--- config.mk ---
export PLATFORM = sky130hd
export DESIGN_NAME = nabp_angle_sequencer
export DESIGN_NICKNAME = d
export VERILOG_FILES = /design/src/rtl/nabp_angle_sequencer.sv
export SDC_FILE = /design/constraint.sdc
export NUM_CORES = 1
export LEC_CHECK = 0
export ABC_AREA = 1
export CAP_MARGIN = 30
export CORE_UTILIZATION = 24
export DETAILED_ROUTE_END_ITERATION = 12
export GPL_TIMING_DRIVEN = 0
export HOLD_SLACK_MARGIN = 0.05
export PLACE_DENSITY = 0.38
export SLEW_MARGIN = 20
export SYNTH_ARGS = -nofsm -noshare
export SYNTH_HDL_FRONTEND = slang
export SYNTH_SLANG_ARGS = --single-unit
--- constraint.sdc ---
create_clock -name clk -period 2.6 [get_ports clk]
set_input_delay 0.52 -clock clk [delete_from_list [all_inputs] [get_ports clk]]
set_output_delay 0.52 -clock clk [all_outputs]
set_load 0.01 [all_outputs]
--- src/rtl/nabp_angle_sequencer.sv ---
// Angle sequencer for the double-banked filtered RAM: prefetches angles into the free bank and issues them to the consumer.
// Optional NABP_ANGLE_SEQ_STALL_CNT_EN adds a saturating stall_cycles counter output.
module nabp_angle_sequencer #(
  parameter int ANGLE_WIDTH = 9,
  parameter int ANGLE_MAX   = 180,
  parameter int ANGLE_STEP  = 1,
  parameter int COUNT_WIDTH = 9
) (
  input  logic                   clk,
  input  logic                   reset_n,
  input  logic                   kick,
  input  logic [ANGLE_WIDTH-1:0] angle_start,
  input  logic [COUNT_WIDTH-1:0] angle_count,
  output logic                   busy,
  output logic                   done,
  output logic                   ld_req,
  output logic [ANGLE_WIDTH-1:0] ld_angle,
  output logic                   ld_bank,
  input  logic                   ld_done,
  output logic [ANGLE_WIDTH-1:0] fr_angle,
  output logic                   fr_bank,
  output logic                   fr_has_next_angle,
  input  logic                   fr_next_angle,
  output logic                   fr_next_angle_ack,
  output logic [2:0]             state_dbg
`ifdef NABP_ANGLE_SEQ_STALL_CNT_EN
  ,
  output logic [15:0]            stall_cycles
`endif
);

  // Handshakes: ld_req is held with ld_angle/ld_bank stable until the one-cycle
  // ld_done; fr_next_angle is held until the combinational fr_next_angle_ack,
  // and a transfer happens on every clock edge where request and ack are both high.

  localparam logic [2:0] S_IDLE    = 3'd0;
  localparam logic [2:0] S_LOAD    = 3'd1;
  localparam logic [2:0] S_WAIT_LD = 3'd2;
  localparam logic [2:0] S_RUN     = 3'd3;
  localparam logic [2:0] S_FINISH  = 3'd4;

  logic [2:0]             state;
  logic                   wr_bank;
  logic                   rd_bank;
  logic [1:0]             bank_valid;
  logic [ANGLE_WIDTH-1:0] bank_angle [2];
  logic [COUNT_WIDTH-1:0] loads_left;
  logic [COUNT_WIDTH-1:0] issues_left;
  logic [ANGLE_WIDTH-1:0] load_angle;
  logic                   owned_valid;
  logic                   can_load;
  logic                   load_fin;
  logic                   last_issue;

  function automatic logic [ANGLE_WIDTH-1:0] angle_inc(input logic [ANGLE_WIDTH-1:0] cur);
    logic [ANGLE_WIDTH:0] sum;
    sum = {1'b0, cur} + (ANGLE_WIDTH+1)'(ANGLE_STEP);
    if (sum >= (ANGLE_WIDTH+1)'(ANGLE_MAX)) sum = sum - (ANGLE_WIDTH+1)'(ANGLE_MAX);
    return sum[ANGLE_WIDTH-1:0];
  endfunction

  // The loader may only fill a bank that is neither holding data nor owned by the consumer.
  assign can_load = (loads_left != '0) && !bank_valid[wr_bank] &&
                    !(owned_valid && (fr_bank == wr_bank));

  assign busy              = (state != S_IDLE);
  assign done              = (state == S_FINISH);
  assign ld_req            = ((state == S_LOAD) && can_load) || (state == S_WAIT_LD);
  assign ld_angle          = load_angle;
  assign ld_bank           = wr_bank;
  assign fr_has_next_angle = busy && (issues_left != '0);
  assign fr_next_angle_ack = busy && fr_next_angle && bank_valid[rd_bank] && (issues_left != '0);
  assign load_fin          = (state == S_WAIT_LD) && ld_done;
  assign last_issue        = fr_next_angle_ack && (issues_left == COUNT_WIDTH'(1));
  assign state_dbg         = state;

  always_ff @(posedge clk or negedge reset_n) begin
    if (!reset_n) begin
      state         <= S_IDLE;
      wr_bank       <= 1'b0;
      rd_bank       <= 1'b0;
      bank_valid    <= 2'b00;
      bank_angle[0] <= '0;
      bank_angle[1] <= '0;
      loads_left    <= '0;
      issues_left   <= '0;
      load_angle    <= '0;
      owned_valid   <= 1'b0;
      fr_angle      <= '0;
      fr_bank       <= 1'b0;
    end else begin
      case (state)
        S_IDLE: begin
          if (kick) begin
            load_angle  <= angle_start;
            loads_left  <= angle_count;
            issues_left <= angle_count;
            wr_bank     <= 1'b0;
            rd_bank     <= 1'b0;
            bank_valid  <= 2'b00;
            owned_valid <= 1'b0;
            state       <= (angle_count == '0) ? S_FINISH : S_LOAD;
          end
        end
        S_LOAD: begin
          if (loads_left == '0) state <= S_RUN;
          else if (can_load)    state <= S_WAIT_LD;
        end
        S_WAIT_LD: begin
          if (ld_done) state <= S_LOAD;
        end
        S_RUN: state <= S_RUN;
        S_FINISH: begin
          bank_valid  <= 2'b00;
          owned_valid <= 1'b0;
          state       <= S_IDLE;
        end
        default: state <= S_IDLE;
      endcase

      // Issue path: the release and the load-complete set never target the same bank.
      if (fr_next_angle_ack) begin
        fr_angle    <= bank_angle[rd_bank];
        fr_bank     <= rd_bank;
        owned_valid <= 1'b1;
        if (owned_valid) bank_valid[fr_bank] <= 1'b0;
        rd_bank     <= ~rd_bank;
        issues_left <= issues_left - COUNT_WIDTH'(1);
      end

      if (load_fin) begin
        bank_valid[wr_bank] <= 1'b1;
        bank_angle[wr_bank] <= load_angle;
        wr_bank             <= ~wr_bank;
        loads_left          <= loads_left - COUNT_WIDTH'(1);
        load_angle          <= angle_inc(load_angle);
      end

      if (last_issue) state <= S_FINISH;
    end
  end

`ifdef NABP_ANGLE_SEQ_STALL_CNT_EN
  always_ff @(posedge clk or negedge reset_n) begin
    if (!reset_n) begin
      stall_cycles <= '0;
    end else if ((state == S_IDLE) && kick) begin
      stall_cycles <= '0;
    end else if (busy && fr_next_angle && !fr_next_angle_ack && (stall_cycles != 16'hFFFF)) begin
      stall_cycles <= stall_cycles + 16'd1;
    end
  end
`endif

endmodule
==> results of run 1 <==
-- flip-flops by register name, indices dropped and copies added (netlist names) --
| signal | count |
|---|---|
| bank_angle | 18 |
| fr_bank | 1 |
| ld_bank | 1 |
| fr_angle | 9 |
| state_dbg | 3 |
| owned_valid | 1 |
| rd_bank | 1 |
| ld_angle | 9 |
| issues_left | 9 |
| loads_left | 9 |
| bank_valid | 2 |
-- cells in the final DEF, fill, tap and decap left out, drive strengths merged, types with 4 or more instances in the layout --
master         count
a21oi             13
xor2               8
clkbuf            14
o221ai             5
nand3             37
clkinv             4
nand2            130
buf               14
nor2              32
dfrtp             63
clkdlybuf4s50     48
ha                 7
inv               62
nor3               4
o21ai             58
nand4              7
-- cell families (layout without fill, tap and decap cells) --
family / count (synthesis) / count (layout) / share of synthesized area (%)
AOI/OAI and AO/OA: 95 / 95 / 15.3
and+or+nand+nor: 214 / 214 / 28.4
DFF: 63 / 63 / 43.7
xor gates and xnor gates: 9 / 9 / 2.18
adders and majority gates: 7 / 7 / 2.43
buffers and inverters: 74 / 147 / 8.04
-- power breakdown --
part	switching [mW]	internal, mW	total [mW]
Sequential	0.382	1.44	1.82
Combinational	1.71	1.17	2.89
Clock	0.487	0.870	1.36
Total	2.58	3.48	6.07
-- cell type report --
cell class,instances,share of cell area (%)
clock inverters,6,1.97
multi-input cells,325,37.0
flip-flops and latches,63,33.1
repair buffers,57,12.0
well taps,184,4.82
inverters,63,5.03
plain buffers,11,1.10
clock buffers,10,5.01
-- worst max-delay path by stage --
stage | to | slack (ns)
floorplan | ld_angle[6]$_DFFE_PN0P_ | 0.58
global placement | fr_angle[8]$_DFFE_PN0N_ | -1.40
detailed placement | fr_next_angle_ack | -0.03
CTS | fr_next_angle_ack | 0.004
global route | fr_next_angle_ack | -0.008
finish | fr_next_angle_ack | 0.1
-- layer usage --
layer / wire length [µm] / vias up / global-route usage, %
li1: - / 1652 / -
met1: 5160 / 1564 / 19.5
met2: 4750 / 59 / 22.4
met3: 398 / 13 / 2.28
met4: 192 / 0 / 6.45
met5: 0 / - / 0
-- synthesized netlist by cell type, drive strengths merged (2+ instances only) --
cell and count:
a22oi 2, a21oi 13, nand2 130, o21ai 58, nor3 4, nor2 32, ha 7, nor4 2
xor2 8, o221ai 5, buf 7, a31oi 3, dfrtp 63, clkbuf 4, o31ai 3, o211ai 3
o21bai 3, inv 62, nand4 7, nand3 37
-- what timing repair did --
action / in CTS / in global routing
endpoints found under the hold margin: 13 / 0
setup buffers: 2 / 3
gates cloned: 0 / 0
pin swaps: 2 / 1
endpoints found under the setup margin: 2 / 1
gates resized for setup: 8 / 0
hold buffers: 1 / 0
-- critical path, cell delays in order (launching register included) --
cell and delay [ns]:
dfrtp_1 0.35, inv_1 0.09, nand2_1 0.13, nor2_2 0.07, inv_2 0.11, nand2_1 0.06
nor2_1 0.13, nand2_2 0.10, inv_4 0.07, clkdlybuf4s50_1 0.53
-- through the flow --
| stage | utilization, % | worst slack (ns) | area, µm² | power, mW | instances |
|---|---|---|---|---|---|
| finish | 32.7 | 0.0982 | 4770 | 6.07 | 719 |
| global route | 32.7 | -0.00790 | 4770 | 6.59 | 719 |
| global placement | 29.7 | -1.40 | 4340 | 4.65 | 696 |
| detailed placement | 29.9 | -0.0333 | 4360 | 4.67 | 697 |
| floorplan | - | 0.579 | 3610 | 3.65 | 462 |
| CTS | 32.6 | 0.00428 | 4750 | 6.11 | 716 |
==> results by group, run 1 <==
Drt
  – Number of nets still failing antenna checks after routing: 0
  – Vias: 3,288
  – Final wirelength: 10.5 mm
  – Vias per cell: 4.57
  – Wire per inst: 14.6 µm
  – Initial drt markers: 198
  – First-pass iteration count of the detailed router: 4
  – DRC Markers: 0

Logic synthesis
  – Ys flop type: dfrtp_1
  – Avg Cell Area, Syn: 7.81 µm²
  – Post-synthesis cell count: 462
  – Post-synth EDFFs: 0
  – Asr flop ratio synth: 100%
  – Synth area leader: dfrtp_1
  – Register area share after synthesis: 43.7%
  – Warnings, synthesis: 0
  – Seq cells post-synth: 63
  – Mapped Area: 0.00361 mm²
  – Distinct cell type count after synthesis: 40
  – Syn nets: 492
  – Post-synth top area share: 43.7%
  – Ranking of synthesized cells by area: dfrtp_1 44%, nand2_1 12%, o21ai_0 7.6%, inv_1 5.8%, nand3_1 4.2%

Hold path
  – Hold Crit Endpoint: bank_angle[17]$_DFFE_PN0P_
  – HP Class: reg -> reg
  – Hold path depth: 2
  – Hold path start: bank_angle[17]$_DFFE_PN0P_

Setup path
  – RR Startpoint: ld_angle[1]$_DFFE_PN0P_
  – R2R Setup Slk: 0.34 ns
  – Worst setup EP type: primary output
  – Worst Setup Start Kind: flip-flop
  – Crit Reg-Reg Endpoint: ld_angle[6]$_DFFE_PN0P_
  – CP Max Fanout: 5
  – Kind of critical path: reg -> out
  – R2R depth: 16
  – WP data required: 2.08 ns
  – CP arrival: 1.98 ns
  – Worst Setup SP: state_dbg[0]$_DFFE_PN0P_

GRT
  – Total gr overflow: 0
  – Vias in the first global route: 3,360
  – First-pass GRT wire length: 17.5 mm
  – Largest net degree at the start of global routing: 51
  – GR Util All Layers: 14.4%
  – Initial antenna violation count: 0

Timing
  – Fin. max-slew vios: 0
  – Final setup fails: 0
  – Final period util: 96.2%
  – Min Tclk post-route: 2.50 ns
  – Fin. Hold Viols: 0
  – Max_slew headroom: 66.6%
  – Clock skew: 0.00341 ns
  – Hold WS: 0.482 ns
  – Worst slew pin tran: 0.501 ns
  – Setup TNS: 0 ns
  – Max Fclk: 400 MHz

CTS
  – Clk_lat worst skew: 0.34 ns
  – H-Tree Depth: 3
  – TritonCTS buffer count: 9
  – CTS root buf: clkbuf_16
  – Reg clk slew, reported paths: 0.06 ns
  – Clock sinks: 63
  – Longest Clk Path Bufs: 2
  – CTS tree: built

Final layout
  – Antenna cells: 0
  – Storage cell area: 0.00158 mm²
  – P&R area growth vs syn: 32.2%
  – # nets final: 560
  – Multi-input gate area: 0.00177 mm²
  – Share of layout cells above drive strength 1: 13.3%
  – Layout fillers: 1,549

Power
  – Max rail drop VDD: 315 µV
  – Pwr Density: 1270 mW/mm²
  – LEAKAGE: 2.20 nW

Die
  – DIE HEIGHT: 125 µm
  – Die width: 125 µm
  – Row count: 44
  – Die area: 0.0155 mm²
  – I/O pin total: 51
  – Core area: 0.0146 mm²
  – Starting Density: 24.7%

Run
  – Max-cap violations: 0

Outcome
  – Status: complete, no violations

Placement
  – Placer Congestion: 0.803
  – IO Port Bufs: 50
  – Hpwl dp: 7.75 mm
Note: power is estimated with default switching activity, not from simulation.
==> run 2, diff against run 1 <==
ABC_CLOCK_PERIOD_IN_PS = 2600   (was default)
REMOVE_ABC_BUFFERS = 1   (was default)
==> run 2 against run 1 <==
  * Via count fell by 1.4%
  * Non-clock buffer count fell by 11
  * Maximum frequency rose by 0.34%
  * Hold slack got worse by 0.0060 ns
  * Flip-flop and latch count did not move
  * Cell area fell by 0.42%
  * Largest cell class unchanged
  * Global-route usage fell by 0.36 points
  * Critical path depth fell by 5
  * Combinational power barely moved
  * Clock power fell by 10%
==> results by group, run 2 (synthesis results as in run 1) <==
Timing
  – Final period util: 95.9%
  – Max Fclk: 401 MHz
  – Worst slew pin tran: 0.664 ns
  – Final setup fails: 0
  – Unrepaired setup endpoints after global routing: false
  – Fin. max-slew vios: 0
  – Setup TNS: 0 ns
  – Fin. Hold Viols: 0
  – Max_slew headroom: 55.7%
  – Hold WS: 0.476 ns
  – Fin worst setup slack: 0.107 ns
  – Clock skew: 0.00872 ns
  – Min Tclk post-route: 2.49 ns

GRT
  – Largest net degree at the start of global routing: 50
  – Met2 usage: 21.1%
  – First-pass GRT wire length: 16.9 mm
  – GR Util All Layers: 14.0%
  – GRT Max-Usage Layer: met2
  – Total gr overflow: 0
  – GR Util met3: 3.01%
  – Vias in the first global route: 3,089
  – Met1 Usage GRT: 19.7%
  – Initial antenna violation count: 0

Drt
  – Final wirelength: 10.5 mm
  – Initial drt markers: 256
  – Vias: 3,242
  – Number of nets still failing antenna checks after routing: 0
  – First-pass iteration count of the detailed router: 4
  – DRC Markers: 0
  – Vias per cell: 4.57
  – Wire per inst: 14.8 µm

Outcome
  – Status: complete, no violations

Power
  – LEAKAGE: 2.17 nW
  – Max rail drop VDD: 332 µV
  – Pwr Density: 1250 mW/mm²

CTS
  – TritonCTS buffer count: 9
  – Longest Clk Path Bufs: 2
  – CTS tree: built
  – Reg clk slew, reported paths: 0.06 ns
  – H-Tree Depth: 3
  – Clock sinks: 63
  – Clk_lat worst skew: 0.34 ns
  – CTS root buf: clkbuf_16

Die
  – Die area: 0.0155 mm²
  – I/O pin total: 51
  – Starting Density: 24.7%
  – DIE HEIGHT: 125 µm
  – Die width: 125 µm
  – Core area: 0.0146 mm²
  – Row count: 44

Placement
  – IO Port Bufs: 50
  – Placer Congestion: 0.794
  – Pre-CTS setup slack: -0.821 ns
  – Cell Count Post-Placement: 687
  – Hpwl dp: 7.18 mm

Hold path
  – Hold path start: bank_angle[0]$_DFFE_PN0P_
  – HP Class: reg -> reg

Setup path
  – CP delay by family, top: buffers and inverters
  – Worst Setup SP: issues_left[0]$_DFFE_PN0P_
  – Worst Setup Start Kind: flip-flop
  – Kind of critical path: reg -> out
  – CP Max Fanout: 4
  – Worst setup EP type: primary output
  – CP arrival: 1.97 ns
  – CP Buf/Inv Count: 2
  – RR Startpoint: state_dbg[2]$_DFFE_PN0P_
  – Slowest cell on the critical path: clkdlybuf4s50_1
  – CP max stage delay: 0.60 ns
  – WP data required: 2.08 ns
  – Crit path cell chain: inv_1 > ha_1 > a31oi_1 > clkdlybuf4s50_1

Final layout
  – # nets final: 551
  – Max reg flops: 18
  – Layout fillers: 1,558
  – Util after Layout: 32.6%
  – Most frequent cells in the layout: 117 x nand2_1, 63 x dfrtp_1, 55 x o21ai_0, 54 x inv_1, 47 x clkdlybuf4s50_1
  – Share of layout cells above drive strength 1: 13.5%
  – Top reg by flops: bank_angle
  – Commonest non-fill, non-tap cell in the layout: nand2_1
  – Antenna cells: 0
  – P&R area growth vs syn: 31.7%
  – Non-filler cells in the finished layout: 710

Run
  – Max-cap violations: 0
## run 2: power breakdown
group          switching [mW]  internal [mW]
logic                    1.75           1.15
registers               0.371           1.44
clock network           0.481          0.743
## run 2: worst reg2reg max path, cell delays in order, from the launching register on
cell and delay, ns:
dfrtp_1 0.45, inv_2 0.11, nand3_1 0.14, nor2_2 0.55
clkinvlp_4 0.28, nand2_4 0.22, inv_1 0.22, a22oi_1 0.23
inv_1 0.05
## run 2: timing repair
action                                  in CTS  in global routing
hold buffers                                 1                  0
endpoints found under the hold margin        4                  0
endpoints found under the setup margin      15                  7
cloned                                       1                  1
pin swaps                                    3                  0
resized for setup                           19                  0
setup buffers                                4                  0
## run 2: final cells by class
class	count	area, µm²	area share (%)
tap	184	230	4.84
timing repair inverter	1	5.00	0.105
clock inverter	7	73.8	1.55
clock buffer	9	225	4.74
timing repair buffer	57	574	12.1
sequential	63	1580	33.2
inverter	63	250	5.27
multi-input combinational	326	1820	38.2
## run 2: stage by stage
stage	area (µm²)	total power, mW
after floorplan	3560	3.61
after global placement	4290	4.59
after detailed placement	4330	4.63
after CTS	4750	6.02
after global routing	4750	6.48
final	4750	5.93
## run 2: path summary, 6_finish.rpt
kind                       cells after the start  slack [ns]                         end
min reg2reg                                    2        0.48     fr_angle[0]$_DFFE_PN0N_
max reg2reg                                    8        0.23   loads_left[5]$_DFFE_PN0P_
max                                            4        0.11           fr_has_next_angle
min in group asynchronous                      2        0.60  issues_left[7]$_DFFE_PN0P_
min                                            2        0.48     fr_angle[0]$_DFFE_PN0N_
max in group asynchronous                      3        1.47  bank_angle[10]$_DFFE_PN0P_
## run 2: per-layer routing
layer / part of all wire (%) / vias up / wire [µm]
li1: - / 1645 / -
met1: 50 / 1544 / 5210
met2: 47 / 47 / 4910
met3: 2.8 / 6 / 293
met4: 0.94 / 0 / 99
met5: 0 / - / 0
==> run 3, diff against run 2 <==
CORE_MARGIN = 3   (was default)
==> run 3 against run 2 <==
  * Sequential power barely moved
  * Global-route usage down 0.84 points
  * Maximum frequency down 0.71%
  * Die area grew 6.5%
  * Critical endpoint unchanged
==> results by group, run 3 (synthesis results as in run 1) <==
Setup path
  – CP Max Fanout: 4
  – Crit path cell chain: inv_1 > ha_1 > a31oi_1 > clkdlybuf4s50_1
  – Slowest cell on the critical path: clkdlybuf4s50_1
  – WP depth: 4
  – CP arrival: 1.99 ns
  – CP max stage delay: 0.60 ns
  – Worst setup EP type: primary output
  – WP data required: 2.08 ns
  – CP Buf/Inv Count: 2
  – Kind of critical path: reg -> out
  – CP delay by family, top: buffers and inverters
  – R2R depth: 10
  – Worst Setup Start Kind: flip-flop

Final layout
  – Commonest non-fill, non-tap cell in the layout: nand2_1
  – Most frequent cells in the layout: 117 x nand2_1, 63 x dfrtp_1, 55 x o21ai_0, 54 x inv_1, 47 x clkdlybuf4s50_1
  – # nets final: 551
  – Share of layout cells above drive strength 1: 13.5%
  – Non-filler cells in the finished layout: 710
  – Layout fillers: 1,607
  – Storage cell area: 0.00158 mm²
  – Design Area, Final: 0.00475 mm²
  – Antenna cells: 0
  – Max reg flops: 18
  – P&R area growth vs syn: 31.5%
  – Top reg by flops: bank_angle
  – Multi-input gate area: 0.00182 mm²

Placement
  – DP Area: 0.00433 mm²
  – Hpwl dp: 7.32 mm
  – Placer Congestion: 0.806
  – IO Port Bufs: 50
  – Cell Count Post-Placement: 687

Die
  – Row count: 44
  – DIE HEIGHT: 129 µm
  – Starting Density: 24.6%
  – Core area: 0.0146 mm²
  – Die area: 0.0165 mm²
  – Die width: 129 µm
  – I/O pin total: 51

Timing
  – Final setup fails: 0
  – Final period util: 96.6%
  – Fin. Hold Viols: 0
  – Min Tclk post-route: 2.51 ns
  – Unrepaired setup endpoints after global routing: false
  – Fin. max-slew vios: 0
  – Max Fclk: 398 MHz
  – Max_slew headroom: 57.6%
  – Clock skew: 0.0121 ns
  – Worst slew pin tran: 0.635 ns

CTS
  – CTS tree: built
  – CTS root buf: clkbuf_16
  – Reg clk slew, reported paths: 0.06 ns
  – H-Tree Depth: 3
  – Clk_lat worst skew: 0.33 ns
  – Longest Clk Path Bufs: 2
  – TritonCTS buffer count: 9
  – Clock sinks: 63

Power
  – LEAKAGE: 2.18 nW
  – Max rail drop VDD: 361 µV
  – Final Power: 5.88 mW
  – Pwr Density: 1240 mW/mm²

GRT
  – Total gr overflow: 0
  – Initial antenna violation count: 0
  – Vias in the first global route: 3,201
  – First-pass GRT wire length: 17.1 mm
  – GR Util All Layers: 13.2%
  – Largest net degree at the start of global routing: 51

Drt
  – Initial drt markers: 258
  – Wire per inst: 14.8 µm
  – First-pass iteration count of the detailed router: 4
  – DRC Markers: 0
  – Vias per cell: 4.53
  – Number of nets still failing antenna checks after routing: 0
  – Final wirelength: 10.5 mm
  – Vias: 3,217

Run
  – Max-cap violations: 0

Hold path
  – HP Class: reg -> reg
  – Hold path depth: 2

Outcome
  – Status: complete, no violations
[run 3: changes by cell type in the layout (fill, tap and decap cells not counted)]
cell and delta:
bufinv_16 -1, dlymetal6s2s_1 +2, clkinv_2 -1, clkbuf_8 +1, clkinvlp_4 +1, dlygate4sd2_1 -2
[run 3: stage by stage]
step                hold WS [ns]  setup slack, ns  TNS [ns]  utilization (%)
floorplan                  0.224           0.0467         0                -
global placement           0.463            -2.04   -143.08             29.3
detailed placement         0.405           -0.809     -8.77             29.5
CTS                        0.473           -0.169    -0.321             31.9
global route               0.504           0.0264         0             32.4
finish                     0.468           0.0889         0             32.4
[run 3: worst reg2reg max path: stages, from the launching register on]
cell	delay, ns
dfrtp_1	0.37
inv_1	0.13
nand2_1	0.13
nor2_2	0.16
inv_2	0.09
nor2_4	0.22
clkinvlp_4	0.34
nand2_1	0.39
o21ai_0	0.16
nand2_1	0.09
o221ai_1	0.10
[run 3: final cells by class]
cell class	instances	share of cell area [%]
Multi-Input combinational cell	326	38.3
Inverter	63	5.27
Clock inverter	6	0.975
Timing Repair Buffer	57	12.3
Clock buffer	10	5.04
Timing Repair inverter	1	0.105
Sequential cell	63	33.2
Tap cell	184	4.85
[run 3: what timing repair did]
item                                    4_1_cts  5_1_grt
resized for setup                            11        8
cloned                                        1        1
hold buffers                                  1        0
hold endpoints to repair                     12        0
setup buffers                                 1        3
endpoints found under the setup margin       16       11
pin swaps                                     1        2
[run 3: path summary, 6_finish.rpt]
path | startpoint | end | slack, ns
min in group asynchronous | reset_n | bank_angle[13]$_DFFE_PN0P_ | 0.59
max in group asynchronous | reset_n | issues_left[3]$_DFFE_PN0P_ | 1.47
min | bank_angle[5]$_DFFE_PN0P_ | fr_angle[5]$_DFFE_PN0N_ | 0.47
max reg2reg | state_dbg[0]$_DFFE_PN0P_ | issues_left[3]$_DFFE_PN0P_ | 0.27
max | issues_left[0]$_DFFE_PN0P_ | fr_has_next_angle | 0.09
min reg2reg | bank_angle[5]$_DFFE_PN0P_ | fr_angle[5]$_DFFE_PN0N_ | 0.47
[run 3: layer usage]
metal  GRT usage (%)  part of all wire, %  routed length [µm]
met5               0                    0                   0
met2            20.8                   46                4820
met3            2.16                  3.5                 368
met1            18.2                   49                5190
met4            4.76                  1.4                 146
[run 3: report_power, final]
group          switching [mW]  total (mW)  internal, mW
Clock                   0.477        1.15         0.674
Sequential              0.371        1.81          1.44
Combinational            1.75        2.92          1.17
Total                    2.60        5.88          3.28
